$ cat config.mk
export PLATFORM = sky130hd
export DESIGN_NAME = free_list_arbiter
export DESIGN_NICKNAME = d
export VERILOG_FILES = /design/src/rtl/free_list_arbiter_pkg.sv /design/src/rtl/free_list_arbiter_release.sv /design/src/rtl/free_list_arbiter.sv
export SDC_FILE = /design/constraint.sdc
export NUM_CORES = 1
export LEC_CHECK = 0
export BUFFER_PORTS_ARGS = -buffer_cell sky130_fd_sc_hd__buf_2
export CAP_MARGIN = 20
export CORE_MARGIN = 10
export CORE_UTILIZATION = 30
export CTS_BUF_LIST = sky130_fd_sc_hd__clkbuf_2
export DETAILED_ROUTE_END_ITERATION = 12
export PLACE_DENSITY = 0.58
export SLEW_MARGIN = 20
export SYNTH_ARGS = -nofsm -noshare
export SYNTH_HDL_FRONTEND = slang
export SYNTH_SLANG_ARGS = --single-unit
$ cat constraint.sdc
create_clock -name CLK -period 7.61 [get_ports CLK]
set_input_delay 0.761 -clock CLK [delete_from_list [all_inputs] [get_ports CLK]]
set_output_delay 0.761 -clock CLK [all_outputs]
set_load 0.02 [all_outputs]
$ cat src/rtl/free_list_arbiter_pkg.sv
// Shared definitions for the free-list arbiter: tag-width derivation,
// allocation FSM encoding, physical tag type and the round-robin pick.
package free_list_arbiter_pkg;

    // Upper bound on requesters the round-robin pick can scan.
    localparam int MAX_REQ   = 16;
    localparam int MAX_REQ_W = 4;

    // Tag width for a register file of n entries (at least one bit).
    function automatic int unsigned log_phys(input int unsigned n);
        return (n > 1) ? $clog2(n) : 1;
    endfunction

    localparam int NUM_PHYS_REGS_DEF = 64;
    localparam int LOG_PHYS_DEF      = log_phys(NUM_PHYS_REGS_DEF);

    // Physical register tag at the default register-file size.
    typedef logic [LOG_PHYS_DEF-1:0] phys_tag_t;

    // Allocation FSM: IDLE issues a dequeue, WAIT consumes its result.
    typedef enum logic {
        IDLE = 1'b0,
        WAIT = 1'b1
    } alloc_state_t;

    // First set request at or after ptr, wrapping modulo n. Returns 0 when
    // nothing is set; callers only use the result when some bit is set.
    function automatic int unsigned rr_pick(input logic [MAX_REQ-1:0] req,
                                            input int unsigned        ptr,
                                            input int unsigned        n);
        int unsigned idx;
        logic        found;
        rr_pick = 0;
        found   = 1'b0;
        for (int unsigned i = 0; i < MAX_REQ; i++) begin
            idx = ptr + i;
            if (idx >= n) begin
                idx = idx - n;
            end
            if ((i < n) && !found && (idx < MAX_REQ) && req[idx[MAX_REQ_W-1:0]]) begin
                rr_pick = idx;
                found   = 1'b1;
            end
        end
    endfunction

endpackage

$ cat src/rtl/free_list_arbiter_release.sv
// Release buffer: circular FIFO accepting up to two tags per cycle (port a
// is written before port b) and draining one tag per cycle whenever it is
// non-empty. Both pushes are refused unless two slots are free.
module release_fifo
    import free_list_arbiter_pkg::*;
#(
    parameter int DEPTH  = 4,
    parameter int DATA_W = 6
) (
    input  logic              clk,
    input  logic              rst,
    input  logic              push_a,
    input  logic [DATA_W-1:0] data_a,
    input  logic              push_b,
    input  logic [DATA_W-1:0] data_b,
    output logic              pop,
    output logic [DATA_W-1:0] pop_data,
    output logic              ready
);

    localparam int PTR_W = $clog2(DEPTH);
    localparam int CNT_W = PTR_W + 1;

    logic [DATA_W-1:0] mem [DEPTH];
    logic [PTR_W-1:0]  head;
    logic [PTR_W-1:0]  tail;
    logic [CNT_W-1:0]  count;

    logic              do_a;
    logic              do_b;
    logic [PTR_W-1:0]  tail_b;
    logic [CNT_W-1:0]  push_cnt;

    // Readiness, drain and write-slot selection from the registered pointers.
    always_comb begin
        ready    = (CNT_W'(DEPTH) - count) >= CNT_W'(2);
        pop      = (count != '0);
        pop_data = pop ? mem[head] : '0;
        do_a     = push_a & ready;
        do_b     = push_b & ready;
        tail_b   = do_a ? (tail + PTR_W'(1)) : tail;
        push_cnt = CNT_W'(do_a) + CNT_W'(do_b);
    end

    // Tag storage; the retire slot precedes the squash slot when both push.
    always_ff @(posedge clk) begin
        if (do_a) begin
            mem[tail] <= data_a;
        end
        if (do_b) begin
            mem[tail_b] <= data_b;
        end
    end

    // Pointers and occupancy; push and drain may land in the same cycle.
    always_ff @(posedge clk) begin
        if (rst) begin
            head  <= '0;
            tail  <= '0;
            count <= '0;
        end else begin
            head  <= head + PTR_W'(pop);
            tail  <= tail + PTR_W'(push_cnt);
            count <= count + push_cnt - CNT_W'(pop);
        end
    end

endmodule

$ cat src/rtl/free_list_arbiter.sv
// Free-list arbiter: round-robin allocation of physical tags to rename
// lanes through a registered-result dequeue port, plus a release buffer
// that funnels retire/squash frees into the free-list enqueue port.
module free_list_arbiter
    import free_list_arbiter_pkg::*;
#(
    parameter  int NUM_PHYS_REGS = 64,
    parameter  int NUM_REQ       = 2,
    parameter  int REL_DEPTH     = 4,
    localparam int LOG_PHYS      = log_phys(NUM_PHYS_REGS),
    localparam int RR_W          = (NUM_REQ > 1) ? $clog2(NUM_REQ) : 1
) (
    input  logic                CLK,
    input  logic                RESET,
    input  logic [NUM_REQ-1:0]  Alloc_Req_IN,
    output logic [NUM_REQ-1:0]  Alloc_Grant_OUT,
    output logic                Alloc_Valid_OUT,
    output logic [LOG_PHYS-1:0] Alloc_Reg_OUT,
    output logic                Alloc_Empty_OUT,
    input  logic                Retire_Valid_IN,
    input  logic [LOG_PHYS-1:0] Retire_Reg_IN,
    input  logic                Squash_Valid_IN,
    input  logic [LOG_PHYS-1:0] Squash_Reg_IN,
    output logic                Release_Ready_OUT,
    output logic                FL_Dequeue_OUT,
    input  logic                FL_DequeueResult_IN,
    input  logic [LOG_PHYS-1:0] FL_Data_IN,
    output logic                FL_Enqueue_OUT,
    output logic [LOG_PHYS-1:0] FL_Data_OUT
);

    alloc_state_t       state;
    alloc_state_t       state_next;
    logic [RR_W-1:0]    winner;
    logic [RR_W-1:0]    winner_next;
    logic [RR_W-1:0]    rr_ptr;
    logic [RR_W-1:0]    rr_ptr_next;
    logic               empty;
    logic               empty_next;
    logic               deq;
    logic               fire;
    logic [MAX_REQ-1:0] req_ext;

    logic                fifo_pop;
    logic [LOG_PHYS-1:0] fifo_data;
    logic                fifo_ready;

    release_fifo #(
        .DEPTH  (REL_DEPTH),
        .DATA_W (LOG_PHYS)
    ) u_release_fifo (
        .clk      (CLK),
        .rst      (RESET),
        .push_a   (Retire_Valid_IN),
        .data_a   (Retire_Reg_IN),
        .push_b   (Squash_Valid_IN),
        .data_b   (Squash_Reg_IN),
        .pop      (fifo_pop),
        .pop_data (fifo_data),
        .ready    (fifo_ready)
    );

    // Allocation FSM next state: dequeue and pick a winner in IDLE, deliver
    // or record an empty free list in WAIT. While empty, wait for an enqueue.
    always_comb begin
        state_next  = state;
        winner_next = winner;
        rr_ptr_next = rr_ptr;
        empty_next  = empty;
        deq         = 1'b0;
        fire        = 1'b0;
        req_ext     = MAX_REQ'(Alloc_Req_IN);
        case (state)
            IDLE: begin
                if (empty && fifo_pop) begin
                    empty_next = 1'b0;
                end
                if ((|Alloc_Req_IN) && !empty) begin
                    deq         = 1'b1;
                    winner_next = RR_W'(rr_pick(req_ext, 32'(rr_ptr), NUM_REQ));
                    state_next  = WAIT;
                end
            end
            WAIT: begin
                state_next = IDLE;
                if (FL_DequeueResult_IN) begin
                    fire        = 1'b1;
                    rr_ptr_next = (winner == RR_W'(NUM_REQ - 1)) ? '0 : winner + RR_W'(1);
                    empty_next  = 1'b0;
                end else begin
                    empty_next  = 1'b1;
                end
            end
            default: begin
                state_next = IDLE;
            end
        endcase
    end

    // FSM, fairness pointer and empty flag; reset also discards a pending result.
    always_ff @(posedge CLK) begin
        if (RESET) begin
            state  <= IDLE;
            rr_ptr <= '0;
            empty  <= 1'b0;
        end else begin
            state  <= state_next;
            rr_ptr <= rr_ptr_next;
            empty  <= empty_next;
        end
    end

    // Winner lane latched at dequeue time so later request changes cannot redirect it.
    always_ff @(posedge CLK) begin
        winner <= winner_next;
    end

    // Output drive; reset holds everything quiet except release readiness.
    always_comb begin
        Alloc_Valid_OUT   = fire & ~RESET;
        Alloc_Grant_OUT   = '0;
        Alloc_Reg_OUT     = '0;
        if (Alloc_Valid_OUT) begin
            Alloc_Grant_OUT = NUM_REQ'(1) << winner;
            Alloc_Reg_OUT   = FL_Data_IN;
        end
        Alloc_Empty_OUT   = empty & ~RESET;
        FL_Dequeue_OUT    = deq & ~RESET;
        FL_Enqueue_OUT    = fifo_pop & ~RESET;
        FL_Data_OUT       = RESET ? '0 : fifo_data;
        Release_Ready_OUT = fifo_ready | RESET;
    end

endmodule

# Word-level counts from Yosys, hierarchy flattened
# Memory sizes are Yosys's and may differ from the RTL's. A register that Yosys moved wholly into a read port is not among the register bits.
# Cells that the tools add are included.
# totals
ram_bits	24
reg_bits	11
output_inout_bits	19
memories	1
elab_cells	82
# mem_list
name	depth	word_bits	rd	rd_ports_with_merged_regs	write_ports	line	rtl
u_release_fifo.mem	4	6	1	1	2	free_list_arbiter_release.sv:24	logic [DATA_W-1:0] mem [DEPTH];
# classes
muxes	34
shift	1
n_lt_le_gt_ge	7
n_addsub	11
reduce_logical	11
bitwise	9
eq_ne	1
# ops
cell	count
32-bit two-way mux	6
32-bit by 5-bit < comparator with 1-bit output, second input constant	2
1-bit two-way mux	18
6-bit two-way mux	3
4-bit by 5-bit < comparator with 1-bit output, second input constant	2
1-bit binary-select mux with 4-bit select	2
1-bit AND	6
2-bit two-way mux	3
1-bit logical AND	5
1-bit case mux with 2 select lines	2
2-bit AND reduction	2
3-bit adder	1
3-bit by 2-bit greater-or-equal comparator with 1-bit output, second input constant	1
3-bit nonzero test	1
1-bit by 2-bit subtractor with 3-bit output, second input constant	1
2-bit by 2-bit subtractor with 3-bit output, second input constant	1
3-bit by 1-bit subtractor with 3-bit output	1
3-bit subtractor, first input constant	1
1-bit by 1-bit adder with 2-bit output	1
1-bit by 1-bit adder with 2-bit output, second input constant	1
2-bit by 1-bit adder with 2-bit output	1
2-bit by 1-bit adder with 2-bit output, second input constant	1
2-bit adder	1
1-bit by 2-bit greater-or-equal comparator with 1-bit output, second input constant	1
8 further kinds	10

# Logic depth before layout (Yosys ltp)
# depth
depth_word	14
mapped_depth	14
mapped_depth_nobuf	13

# Cells and area by module
# Synthesis repeated with hierarchy kept, for this count alone.
# hier_totals
cells_unflattened	172
hier_area_um2	2158.3
# modules_own_cells
mod	instances	cells_each	area_each_um2
release_fifo	1	137	1874.3
free_list_arbiter	1	35	284.0

# Worst setup path after synthesis
# No wires, ideal clock.
# synth_timing
path_kind	flip-flop to flip-flop
startpoint	reg u_release_fifo.count[0]
endpoint	reg u_release_fifo.count[2]
path_slack_ns	4.728
arrival_time_ns	2.754
synth_period_minus_slack_ns	2.882
stages_incl_launch_ff	14
path_cell_list	dfxtp_1 inv_1 ha_1 ha_1 or3b_4 clkbuf_8 and2_2 ha_1 inv_1 ha_1 fa_1 xnor2_1 xnor2_1 nor2_1
# synth_via
elab_chain_len	6
word_cells_on_any_way	8
cone_classes	add/sub (4); order compare (1); bitwise (2); reduce/logical (1)
# synth_rtl
element	line	rtl
from (decl)	free_list_arbiter_release.sv:27	logic [CNT_W-1:0] count;
from (signal assigned)	free_list_arbiter_release.sv:64	count <= count + push_cnt - CNT_W'(pop);
3-bit subtractor	free_list_arbiter_release.sv:36	ready = (CNT_W'(DEPTH) - count) >= CNT_W'(2);
3-bit by 2-bit greater-or-equal comparator with 1-bit output	free_list_arbiter_release.sv:36	
1-bit AND (on tied branches)	free_list_arbiter_release.sv:39, free_list_arbiter_release.sv:40	
1-bit by 1-bit adder with 2-bit output	free_list_arbiter_release.sv:42	push_cnt = CNT_W'(do_a) + CNT_W'(do_b);
3-bit adder	free_list_arbiter_release.sv:64	
3-bit by 1-bit subtractor with 3-bit output *	free_list_arbiter_release.sv:64	
# Mark *: on every way between the ends. The rest lies on a longest branch, timed or not.
# A chain may end at the register's enable or synchronous reset.

# Worst setup path in the final report
# layout_timing
startpoint	reg u_release_fifo.count[1]
endpoint	out Release_Ready_OUT
# layout_via
elab_chain_len	3
# layout_rtl
element	line	rtl
3-bit subtractor	free_list_arbiter_release.sv:36	
3-bit by 2-bit greater-or-equal comparator with 1-bit output	free_list_arbiter_release.sv:36	
1-bit bitwise OR	free_list_arbiter.sv:131	Release_Ready_OUT = fifo_ready | RESET;
to (decl)	free_list_arbiter.sv:24	output logic Release_Ready_OUT,
# No other way between the ends.

==> results.env <==
PLACE_WORST_SETUP_SLACK_PS=4680
CTS.SINKS=35
CRITPATHARRIVALTIME_PS=2190
PIN_COUNT_OF_THE_BIGGEST_NET_ENTERING_GLOBAL_ROUTING=17
RSZ_0062_RAISED_AFTER_GLOBAL_ROUTING='no'
CLK_TRANSITION_REPORTED_PATHS_PS=180
DOMINANT_COMBINATIONAL_CELL_FAMILY_BY_AREA_AFTER_SYNTHESIS='multiplexers'
DETAILEDROUTE.FIRSTPASSITERATIONCOUNT=4
SYNTHSIMPLEGATEAREAFRAC=0.141
ANTENNA_CELLS_INSERTED=0
CP_CELL_SEQUENCE='inv_1 -> ha_1 -> ha_1 -> or3b_4 -> or2_2 -> buf_2'
CRITPATHLAUNCHTYPE='register'
POSTLAYOUTSETUPSLACKWORST_PS=4660
FIRST_ITER_VIOLATIONS=32
FIN_CRIT_SH=0.387
AREAGROWTHSYNTHTOFINISH_PCT=16.7
FINAL_MAX_SLEW_VIOL_COUNT=0
GRT_USAGE=0.0871
GPL.FINAL_WEIGHTED_CONGESTION=0.734
PLACEMENT.CELL_AREA_UM2=2320
SETUP_TOTAL_NEGATIVE_SLACK_PS=0
CTS_HOLD_BUF=0
FP.DIEH_UM=103
FINAL-HOLD-VIOLATION-COUNT=0
CP_MAX_FO=11
FIRST_GLOBAL_VIAS=1376
CPPEAKSTAGEDELAY_PS=450
START_UTIL=0.305
END_KIND='output port'
OUTCOME='finished clean'
DIE_AREA_UM2=10500
MAPPEDNETLISTNETS=195
ROUTE.DETAILED.VIAS_PER_INST=4.66
LAYOUT_CELLS_SIZED_ABOVE_1=0.463
CELLPOWERDENSITY_nW_PER_UM2=349
TRITONCTS.NUM_BUFFERS=5
YS_FF_LATCH=35
POST_CTS.RESIZED_INSTANCES=0
CLOCK_INSERTION_DELAY_WORST_SKEW_PS=400
DIE_X_UM=103
POSTCTSSETUPBUFFERS=0
TIMING.MAX_CAP.VIOLATIONS=0
HTREE_NUM_LEVELS=2
POWER_LEAKAGE_nW=0.993
CELL_TOTAL_AFTER_PLACEMENT=273
FINAL_NET_COUNT=239
FINAL.FILL_COUNT=663
SYN_INST=156
SYNTH_SEQ_AREA_SHARE=0.464
ROUTED_WIRE_LENGTH_PER_INSTANCE_UM=15.1
GRT_ANTENNA_BEFORE_REPAIR=0
LAYOUTNONFILLERINSTCOUNT=281
CRITPATHSLOWESTCELL='sky130_fd_sc_hd__or3b_4'
ROWS=30
PATH_CLASS='reg -> out'
YOSYSWARNINGCOUNT=0
AVGSYNTHCELLAREA_UM2=13.1
ROUTE.FINAL.WIRE_LENGTH_UM=4250
GRT_OVERFLOW=0
CORE_REGION_AREA_UM2=6720
ANT_NETS=0
CRIT_TOP_CELL='sky130_fd_sc_hd__ha_1'
MIN-DELAY-PATH-CLASS='reg -> reg'
TIMING.CRITICAL_PATH.MAX_DELAY_FAMILY='simple AND/OR/NAND/NOR gates'
GRT_FIRST_PASS_WIRELENGTH_UM=7090
TIMING.CRITICAL_PATH.REQUIRED_PS=6850
SYNTH_AREA_UM2=2050
ADDER_AND_MAJORITY_GATE_PORTION_OF_THE_SYNTHESIZED_AREA=0.0892
PLACEMENT.IO_BUFFERS=43
IO_PINS=44
CRITICAL_PATH_BUF_INV_COUNT=2
LAYOUT_MIN_CYCLE_TIME_PS=2950
MAX-CLOCK-PATH-BUFFERS=2
DRC=0
TIGHTEST_SLEW_PS=472
YOSYS.CELL_TYPES.COUNT=31
IR_WORST_VDD_mV=0.0974
SLEW_HEADROOM=0.684
FIN_AREA_UM2=2390
POST-DP-HPWL_UM=3200
MAX_FREQ_GHz=0.339
SYNTH_COMPOUND_GATE_AREA_SHARE=0.0104
ROUTED-VIA-COUNT=1309
YOSYS.AREA_SHARE.XOR_XNOR=0.0373
SYNTH.AREA.MUX_SHARE=0.217
REPORT.FINAL.SETUP_VIOL=0
FIN_SKEW_PS=18.4
ROOT_BUFFER_CELL='sky130_fd_sc_hd__clkbuf_2'
TRITONCTS='done'
-- logic make-up after synthesis --
group / count (synthesis)
simple gates: 47
flops: 35
mux: 33
buf+inv: 17
fa+ha+maj: 14
xor+xnor: 7
compound gates: 3
-- per-stage QoR --
stage          total power [mW]   util  hold slack [ps]
6_report                  0.834  0.356              522
5_1_grt                   0.911  0.356              569
2_1_floorplan             0.640      -              466
4_1_cts                   0.849  0.356              536
3_5_place_dp              0.725  0.346              510
3_3_place_gp              0.719  0.346              503
-- synthesized netlist by cell type --
cell type                  count  share of area
sky130_fd_sc_hd__a311oi_1      1         0.0043
sky130_fd_sc_hd__edfxtp_1     25           0.37
sky130_fd_sc_hd__nand4_2       3          0.018
sky130_fd_sc_hd__clkbuf_8      1         0.0067
sky130_fd_sc_hd__and2_2        1         0.0037
sky130_fd_sc_hd__dfxtp_1      10          0.098
sky130_fd_sc_hd__a21oi_1       1         0.0024
sky130_fd_sc_hd__xnor2_1       5          0.021
sky130_fd_sc_hd__and2_1       13          0.040
sky130_fd_sc_hd__or3b_4        1         0.0055
sky130_fd_sc_hd__nor4_1        2         0.0061
sky130_fd_sc_hd__mux2_4        1         0.0073
sky130_fd_sc_hd__nand2_1       7          0.013
sky130_fd_sc_hd__nand3_1       4         0.0098
sky130_fd_sc_hd__a21boi_0      1         0.0037
sky130_fd_sc_hd__fa_1          1         0.0098
sky130_fd_sc_hd__mux2i_2       1         0.0067
sky130_fd_sc_hd__inv_1        11          0.020
sky130_fd_sc_hd__clkbuf_1      3         0.0055
sky130_fd_sc_hd__xor2_2        1         0.0079
sky130_fd_sc_hd__buf_6         1         0.0055
sky130_fd_sc_hd__nor2b_1       4          0.012
sky130_fd_sc_hd__mux2_2       25           0.14
sky130_fd_sc_hd__buf_2         1         0.0024
sky130_fd_sc_hd__nor3_1        2         0.0049
sky130_fd_sc_hd__xnor2_2       1         0.0079
sky130_fd_sc_hd__nor2_1        8          0.015
sky130_fd_sc_hd__nand4_4       1          0.010
sky130_fd_sc_hd__mux4_2        6          0.066
sky130_fd_sc_hd__ha_1         13          0.079
sky130_fd_sc_hd__or2_2         1         0.0031
-- placed cells by master, fill, tap and decap left out, types with 2 or more instances in the layout --
cell type                  Yosys  final
sky130_fd_sc_hd__mux4_2        6      6
sky130_fd_sc_hd__xnor2_1       5      5
sky130_fd_sc_hd__nor3_1        2      2
sky130_fd_sc_hd__inv_1        11     11
sky130_fd_sc_hd__edfxtp_1     25     25
sky130_fd_sc_hd__buf_2         1     43
sky130_fd_sc_hd__clkbuf_2      0      5
sky130_fd_sc_hd__nor4_1        2      2
sky130_fd_sc_hd__mux2_2       25     25
sky130_fd_sc_hd__nor2_1        8      8
sky130_fd_sc_hd__nand3_1       4      4
sky130_fd_sc_hd__nand2_1       7      7
sky130_fd_sc_hd__nand4_2       3      3
sky130_fd_sc_hd__and2_1       13     13
sky130_fd_sc_hd__dfxtp_1      10     10
sky130_fd_sc_hd__nor2b_1       4      4
sky130_fd_sc_hd__ha_1         13     13
-- state kept, by name, indices dropped and copies added (netlist names) --
name and cells:
empty 1, u_release_fifo.tail 2, u_release_fifo.count 3, u_release_fifo.head 2, rr_ptr 1, state 1, u_release_fifo.mem 24, winner 1
-- layout make-up --
type,instances,area [µm²],share of cell area
Inverter,11,41.3,0.0173
Clock inverter,3,43.8,0.0183
Tap cell,80,100,0.0419
Clock buffer,5,25.0,0.0105
Multi-Input combinational cell,104,1010,0.424
Sequential cell,35,951,0.398
Timing Repair Buffer,43,215,0.0900
-- final timing paths --
path | start | to | slack, ps | cells after the start
worst max register to register | u_release_fifo.count[1] | u_release_fifo.count[2] | 4690 | 12
worst min register to register | empty | state | 520 | 1
worst max-delay path | u_release_fifo.count[1] | Release_Ready_OUT | 4660 | 6
worst min-delay path | empty | state | 520 | 1
-- report_power, final --
part	switching (mW)	internal (mW)	total (mW)
Sequential	0.0358	0.280	0.316
Clock	0.0672	0.0556	0.123
Combinational	0.204	0.192	0.396
Total	0.307	0.527	0.834
-- worst register-to-register path, delay by kind of cell (launching register included) --
family	cells	cell delay [ps]
XOR/XNOR	2	300
adder cells (fa/ha/maj)	5	1300
buffers and inverters	2	130
flip-flops	1	370
AND/OR/NAND/NOR	3	730
-- per-layer routing --
metal / global-route usage / part of all wire / vias to the layer above
li1: - / - / 647
met1: 0.0996 / 0.42 / 625
met2: 0.149 / 0.50 / 33
met3: 0.0255 / 0.070 / 4
met4: 0.0358 / 0.018 / 0
met5: 0 / 0 / -
No activity file was read; power rests on OpenSTA's default activity.
